==> src/rtl/irq_ctrl_pkg.sv <==
// Shared definitions for the interrupt controller: bus register offsets,
// FSM state encodings and source mode bit values.
package irq_ctrl_pkg;

  localparam int DEV_ADDR_WD = 4;

  localparam logic [DEV_ADDR_WD-1:0] IRQ_REG_CTRL = 4'd0;
  localparam logic [DEV_ADDR_WD-1:0] IRQ_REG_MASK = 4'd1;
  localparam logic [DEV_ADDR_WD-1:0] IRQ_REG_PEND = 4'd2;
  localparam logic [DEV_ADDR_WD-1:0] IRQ_REG_MODE = 4'd3;
  localparam logic [DEV_ADDR_WD-1:0] IRQ_REG_ISR  = 4'd4;

  localparam logic IRQ_MODE_EDGE  = 1'b1;
  localparam logic IRQ_MODE_LEVEL = 1'b0;

  typedef enum logic [1:0] {
    IRQ_ST_IDLE    = 2'd0,
    IRQ_ST_REQ     = 2'd1,
    IRQ_ST_SERVICE = 2'd2
  } irq_state_e;

endpackage

==> src/rtl/irq_prio_enc.sv <==
// Fixed-priority encoder: returns the index of the lowest set request bit
// together with a flag that any bit is set.
module irq_prio_enc #(
  parameter int N_SRC = 6,
  parameter int ID_W  = 3
) (
  input  logic [N_SRC-1:0] req,
  output logic [ID_W-1:0]  id,
  output logic             valid
);

  // Scan from the top so the lowest set index is the last one written
  always_comb begin
    id    = {ID_W{1'b0}};
    valid = 1'b0;
    for (int i = N_SRC - 1; i >= 0; i--) begin
      id    = req[i] ? ID_W'(i) : id;
      valid = valid | req[i];
    end
  end

endmodule

==> src/rtl/irq_ctrl.sv <==
// Bus-mapped interrupt controller: latches device irq lines as pending,
// applies mask and fixed priority, and holds one in-service source until EOI.
module irq_ctrl
  import irq_ctrl_pkg::*;
#(
  parameter int N_SRC = 6,
  parameter int ID_W  = 3
) (
  input  logic                   clk_i,
  input  logic                   rst_i,
  input  logic [DEV_ADDR_WD:1]   add_i,
  input  logic                   we_i,
  input  logic [31:0]            dat_i,
  output logic [31:0]            dat_o,
  input  logic [N_SRC-1:0]       irq_src_i,
  input  logic                   ack_i,
  output logic                   irq_o,
  output logic [N_SRC-1:0]       hwint_o
);

  logic             ctrl_r;
  logic [N_SRC-1:0] mask_r;
  logic [N_SRC-1:0] mode_r;
  logic [N_SRC-1:0] pend_r;
  logic [N_SRC-1:0] prev_r;
  logic [N_SRC-1:0] act_r;
  logic             isr_valid_r;
  logic [ID_W-1:0]  isr_id_r;
  irq_state_e       state_r;
  irq_state_e       state_next_s;

  logic [N_SRC-1:0] act_s;
  logic [N_SRC-1:0] edge_sel_s;
  logic [N_SRC-1:0] edge_set_s;
  logic [N_SRC-1:0] w1c_s;
  logic [N_SRC-1:0] ack_clr_s;
  logic [N_SRC-1:0] pend_edge_s;
  logic [N_SRC-1:0] pend_next_s;
  logic [ID_W-1:0]  enc_id_s;
  logic             enc_valid_s;
  logic             wr_ctrl_s;
  logic             wr_mask_s;
  logic             wr_pend_s;
  logic             wr_mode_s;
  logic             eoi_s;
  logic             take_s;
  logic             unused_dat_s;

  assign unused_dat_s = ^dat_i[31:N_SRC];

  assign wr_ctrl_s = we_i && (add_i == IRQ_REG_CTRL);
  assign wr_mask_s = we_i && (add_i == IRQ_REG_MASK);
  assign wr_pend_s = we_i && (add_i == IRQ_REG_PEND);
  assign wr_mode_s = we_i && (add_i == IRQ_REG_MODE);
  assign eoi_s     = we_i && (add_i == IRQ_REG_ISR) && (state_r == IRQ_ST_SERVICE);
  assign take_s    = (state_r == IRQ_ST_REQ) && ack_i && enc_valid_s;

  irq_prio_enc #(
    .N_SRC (N_SRC),
    .ID_W  (ID_W)
  ) u_prio_enc (
    .req   (act_r),
    .id    (enc_id_s),
    .valid (enc_valid_s)
  );

  // Pending update: a new edge beats both W1C and the clear-on-acknowledge
  assign act_s       = pend_r & mask_r & {N_SRC{ctrl_r}};
  assign edge_sel_s  = mode_r ^ {N_SRC{IRQ_MODE_LEVEL}};
  assign edge_set_s  = irq_src_i & ~prev_r;
  assign w1c_s       = wr_pend_s ? dat_i[N_SRC-1:0] : {N_SRC{1'b0}};
  assign ack_clr_s   = take_s ? ({{(N_SRC-1){1'b0}}, 1'b1} << enc_id_s) : {N_SRC{1'b0}};
  assign pend_edge_s = (pend_r & ~w1c_s & ~ack_clr_s) | edge_set_s;
  assign pend_next_s = (edge_sel_s & pend_edge_s) | (~edge_sel_s & irq_src_i);

  assign hwint_o = act_r;

  // Next-state logic for the request/service handshake
  always_comb begin
    state_next_s = state_r;
    case (state_r)
      IRQ_ST_IDLE: begin
        if (enc_valid_s) begin
          state_next_s = IRQ_ST_REQ;
        end else begin
          state_next_s = IRQ_ST_IDLE;
        end
      end
      IRQ_ST_REQ: begin
        if (!enc_valid_s) begin
          state_next_s = IRQ_ST_IDLE;
        end else if (ack_i) begin
          state_next_s = IRQ_ST_SERVICE;
        end else begin
          state_next_s = IRQ_ST_REQ;
        end
      end
      IRQ_ST_SERVICE: begin
        if (eoi_s) begin
          state_next_s = IRQ_ST_IDLE;
        end else begin
          state_next_s = IRQ_ST_SERVICE;
        end
      end
      default: state_next_s = IRQ_ST_IDLE;
    endcase
  end

  // Control registers, pending/edge state, in-service record and FSM
  always_ff @(posedge clk_i) begin
    if (rst_i) begin
      ctrl_r      <= 1'b0;
      mask_r      <= {N_SRC{1'b0}};
      mode_r      <= {N_SRC{1'b0}};
      pend_r      <= {N_SRC{1'b0}};
      prev_r      <= {N_SRC{1'b0}};
      act_r       <= {N_SRC{1'b0}};
      isr_valid_r <= 1'b0;
      isr_id_r    <= {ID_W{1'b0}};
      state_r     <= IRQ_ST_IDLE;
      irq_o       <= 1'b0;
    end else begin
      if (wr_ctrl_s) ctrl_r <= dat_i[0];
      if (wr_mask_s) mask_r <= dat_i[N_SRC-1:0];
      if (wr_mode_s) mode_r <= dat_i[N_SRC-1:0];
      prev_r  <= irq_src_i;
      pend_r  <= pend_next_s;
      act_r   <= act_s;
      state_r <= state_next_s;
      irq_o   <= (state_next_s == IRQ_ST_REQ);
      if (take_s) begin
        isr_valid_r <= 1'b1;
        isr_id_r    <= enc_id_s;
      end else if (eoi_s) begin
        isr_valid_r <= 1'b0;
      end
    end
  end

  // Registered read mux, one cycle behind the address
  always_ff @(posedge clk_i) begin
    if (rst_i) begin
      dat_o <= 32'd0;
    end else begin
      case (add_i)
        IRQ_REG_CTRL: dat_o <= {31'd0, ctrl_r};
        IRQ_REG_MASK: dat_o <= {{(32-N_SRC){1'b0}}, mask_r};
        IRQ_REG_PEND: dat_o <= {{(32-N_SRC){1'b0}}, pend_r};
        IRQ_REG_MODE: dat_o <= {{(32-N_SRC){1'b0}}, mode_r};
        IRQ_REG_ISR:  dat_o <= {isr_valid_r, {(31-ID_W){1'b0}}, isr_id_r};
        default:      dat_o <= 32'd0;
      endcase
    end
  end

endmodule

==> config.mk <==
export PLATFORM = sky130hd
export DESIGN_NAME = irq_ctrl
export DESIGN_NICKNAME = d
export VERILOG_FILES = /design/src/rtl/irq_ctrl_pkg.sv /design/src/rtl/irq_prio_enc.sv /design/src/rtl/irq_ctrl.sv
export SDC_FILE = /design/constraint.sdc
export NUM_CORES = 1
export LEC_CHECK = 0
export ABC_AREA = 1
export BUFFER_PORTS_ARGS = -buffer_cell sky130_fd_sc_hd__buf_2
export CAP_MARGIN = 25
export CORE_ASPECT_RATIO = 1.2
export CORE_MARGIN = 5
export CORE_UTILIZATION = 43
export DETAILED_ROUTE_END_ITERATION = 12
export GPL_TIMING_DRIVEN = 0
export HOLD_SLACK_MARGIN = 0.1
export PLACE_DENSITY = 0.76
export RECOVER_POWER = 100
export SLEW_MARGIN = 20
export SYNTH_ARGS = -nofsm -noshare
export SYNTH_HDL_FRONTEND = slang
export SYNTH_SLANG_ARGS = --single-unit
export TNS_END_PERCENT = 100
==> constraint.sdc <==
create_clock -name clk_i -period 1.1 [get_ports clk_i]
set_input_delay 0.055 -clock clk_i [delete_from_list [all_inputs] [get_ports clk_i]]
set_output_delay 0.055 -clock clk_i [all_outputs]
set_load 0.01 [all_outputs]
==> summary.md <==
| Metric | Value |
|---|---|
| CP arrival | `1340 ps` |
| Routability Congestion | `0.906` |
| Layout cell share with drive strength beyond 1 | `about a quarter` |
| Clock Skews | `around 8.3 ps` |
| Critical path class | `flip-flop to flip-flop` |
| Slowest stage cell, crit path | `dfxtp_2` |
| Slowest Stage Delay on Critical Path | `350 ps` |
| Asr flop ratio synth | `0%` |
| Root Buffer | `clkbuf_8` |
| Post-layout util | `60.0%` |
| H-tree depth | `2` |
| Syn Inst Count | `283` |
| Outcome | `finished, violations left` |
| Final ANT Viol Nets | `0` |
| Synth area leaders | `dfxtp_1 (44%), buf_4 (9.2%), inv_1 (9.0%), nand2_1 (8.8%), nor2_1 (5.0%)` |
| Post-DP HPWL | `approximately 3400 um` |
| Pre-CTS WS | `-196 ps` |
| # setup viols final | `8` |
| All-layer global routing usage | `between 15 and 20%` |
| CTS Buf Count | `5` |
| Die Area | `a little over 6000 sq um` |
| Vias | `between 1,500 and 2,000` |
| Achievable clock frequency | `roughly 870 MHz` |
| Post-synth EDFFs | `0` |
| Area grow syn2layout | `35.4%` |
| PwrDens | `1190 nW/um^2` |
| Chip Width | `between 70 and 80 um` |
| Vias in the first global route | `approximately 1,700` |
| CTS max path bufs | `2` |
| Synth cell count leaders | `inv_1 (49), nand2_1 (48), dfxtp_1 (45)` |
| Initial DRC count | `approximately 110` |
| Max VDD drop | `0.614 mV` |
| Clock tree from TritonCTS | `done` |
| Register area share after synthesis | `~44%` |
| Fin cells | `423` |
| Max capacitance violation total | `0` |
| Fin. max-slew vios | `0` |
| Worst setup margin | `-49.3 ps` |
| Setup total negative slack | `-234 ps` |
| Row count | `27` |
| Mean Syn Cell Area | `7.20 sq um` |
| Via density per instance | `approximately 4.6` |
| Vert. Die Dim | `around 85 um` |
| RSZ-0062 raised after global routing | `yes` |
| Clk_lat worst skew | `roughly 300 ps` |
| Ys flop type | `dfxtp_1` |
| Post-Syn Area | `between 2000 and 2500 sq um` |
| IO Port Bufs | `33` |
| Drt wl/cell | `between 10 and 15 um` |
| Yosys warns | `0` |
| Static Leak | `around 1.3 nW` |
| Final Hold Viols | `0` |
| Period minus WS final | `between 1000 and 1500 ps` |
| Startpoint class of the critical path | `flip-flop` |
| Area share of the largest cell type after synthesis | `approximately 44%` |
| Diodes inserted | `0` |
| Crit share post-route | `104%` |
| Violated checks | `negative setup slack` |
| Type of the tightest min-delay check | `input pin to flip-flop` |
| Reg clk slew, reported paths | `80 ps` |
| Sink Count | `45` |
| Total grt overflow | `0` |
| Inst Count DP | `approximately 400` |
| Initial Util | `between 40% and 50%` |
| Yosys top cell by area | `dfxtp_1` |
| FF+latch count, synth | `between 40 and 50` |
| Pin count of the biggest net entering global routing | `14` |
| Critical Path Sink Type | `flip-flop` |
| Core Area | `about 4600 sq um` |
| Min Hold Slack | `101 ps` |
| Top delay family on crit path | `simple AND/OR/NAND/NOR gates` |
| First-pass GRT wire length | `7640 um` |
| Most frequent cell after synthesis | `inv_1` |
| First drt pass iteration count | `4` |
| CP bufs+invs | `0` |
| CP Cell Sequence | `nor2_4 -> nand3_2 -> nor2_2 -> nand3_2 -> nand2_1 -> nand2_1` |
| Max-slew headroom | `a little over three fifths` |
| Worst EP required | `around 1300 ps` |
| Netlist cell types | `24` |
| Crit path max fanout | `3` |
| Num ports | `85` |
| Initial antenna violation count | `0` |
| Detailed-route DRC error count | `0` |
| Final WL | `~5000 um` |
| Slew at the pin with the worst max-slew slack | `about 550 ps` |
| Net total in the final layout | `just over 400` |
## kinds of logic (layout without fill, tap and decap cells)
group / Yosys count / after routing / share of synthesized area, %
AO/OA/AOI/OAI: 47 / 47 / 12.3
buffers and inverters: 83 / 141 / 20.0
flip-flops: 45 / 45 / 44.2
other: 1 / 25 / 0.184
AND/OR/NAND/NOR: 107 / 107 / 23.2
## cells in the final DEF (no fill, tap or decap), types with 8 or more instances in the layout
cell type      Yosys  final
o21ai_0           15     13
buf_4             25     29
dlygate4sd3_1      0     13
a21oi_1           15     15
nand2_1           48     44
conb_1             1     25
clkbuf_1           4     15
nand3_1           11      8
o21ai_1            8      9
buf_2              2     24
inv_1             49     50
dfxtp_1           45     38
nor2_1            27     19
## cell type report
cell class,count,area (sq um)
Fill cell,424,1840
Multi-Input combinational cell,179,931
Sequential cell,45,915
Timing Repair Buffer,50,313
Buffer,31,213
Inverter,52,198
Clock buffer,7,86.3
Tap cell,58,72.6
Clock inverter,1,30.0
## worst paths after layout
check	start	end	slack (ps)	cells after the start
min	ack_i	state_r[0]	100	4
max	hwint_o[1]	pend_r[4]	-50	6
max reg2reg	hwint_o[1]	pend_r[4]	-50	6
min reg2reg	pend_r[2]	hwint_o[2]	450	2
## sequential cells by signal, summed over array words and instances, names as in the netlist, 2 cells and up
signal      count
state_r         2
pend_r          6
prev_r          6
isr_id_r        3
hwint_o         6
edge_sel_s      6
dat_o           7
mask_r          6
## worst min-delay path, stage by stage
cell,delay (ps)
buf_2,100
nand2_4,60
nand4_1,110
inv_1,40
## per-layer routing
layer	GRT usage (%)	up-vias	share of wire [%]
met5	0	-	0
met4	7.21	0	1.7
met3	3.67	7	8.3
met2	27.3	68	51
met1	17.7	847	39
li1	-	1009	-
## power breakdown
part           leakage (nW)  internal [mW]  total, mW  switching [mW]
Clock                0.0585          0.741       1.29           0.545
Sequential            0.371           1.66       1.67          0.0105
Combinational         0.854          0.147      0.326           0.179
## per-stage QoR
step	area (sq um)	total power, mW
after floorplan	2130	1.92
after global placement	2370	2.00
after detailed placement	2370	2.00
after CTS	2720	3.30
after global routing	2760	3.39
final	2760	3.28
## what timing repair did
| action | in CTS | in global routing |
|---|---|---|
| pin swaps | 9 | 9 |
| endpoints found under the setup margin | 10 | 10 |
| gates resized for setup | 27 | 13 |
| endpoints found under the hold margin | 24 | 0 |
| buffers inserted | 3 | 1 |
| hold buffers | 13 | 0 |
(Power assumes the default switching activity.)
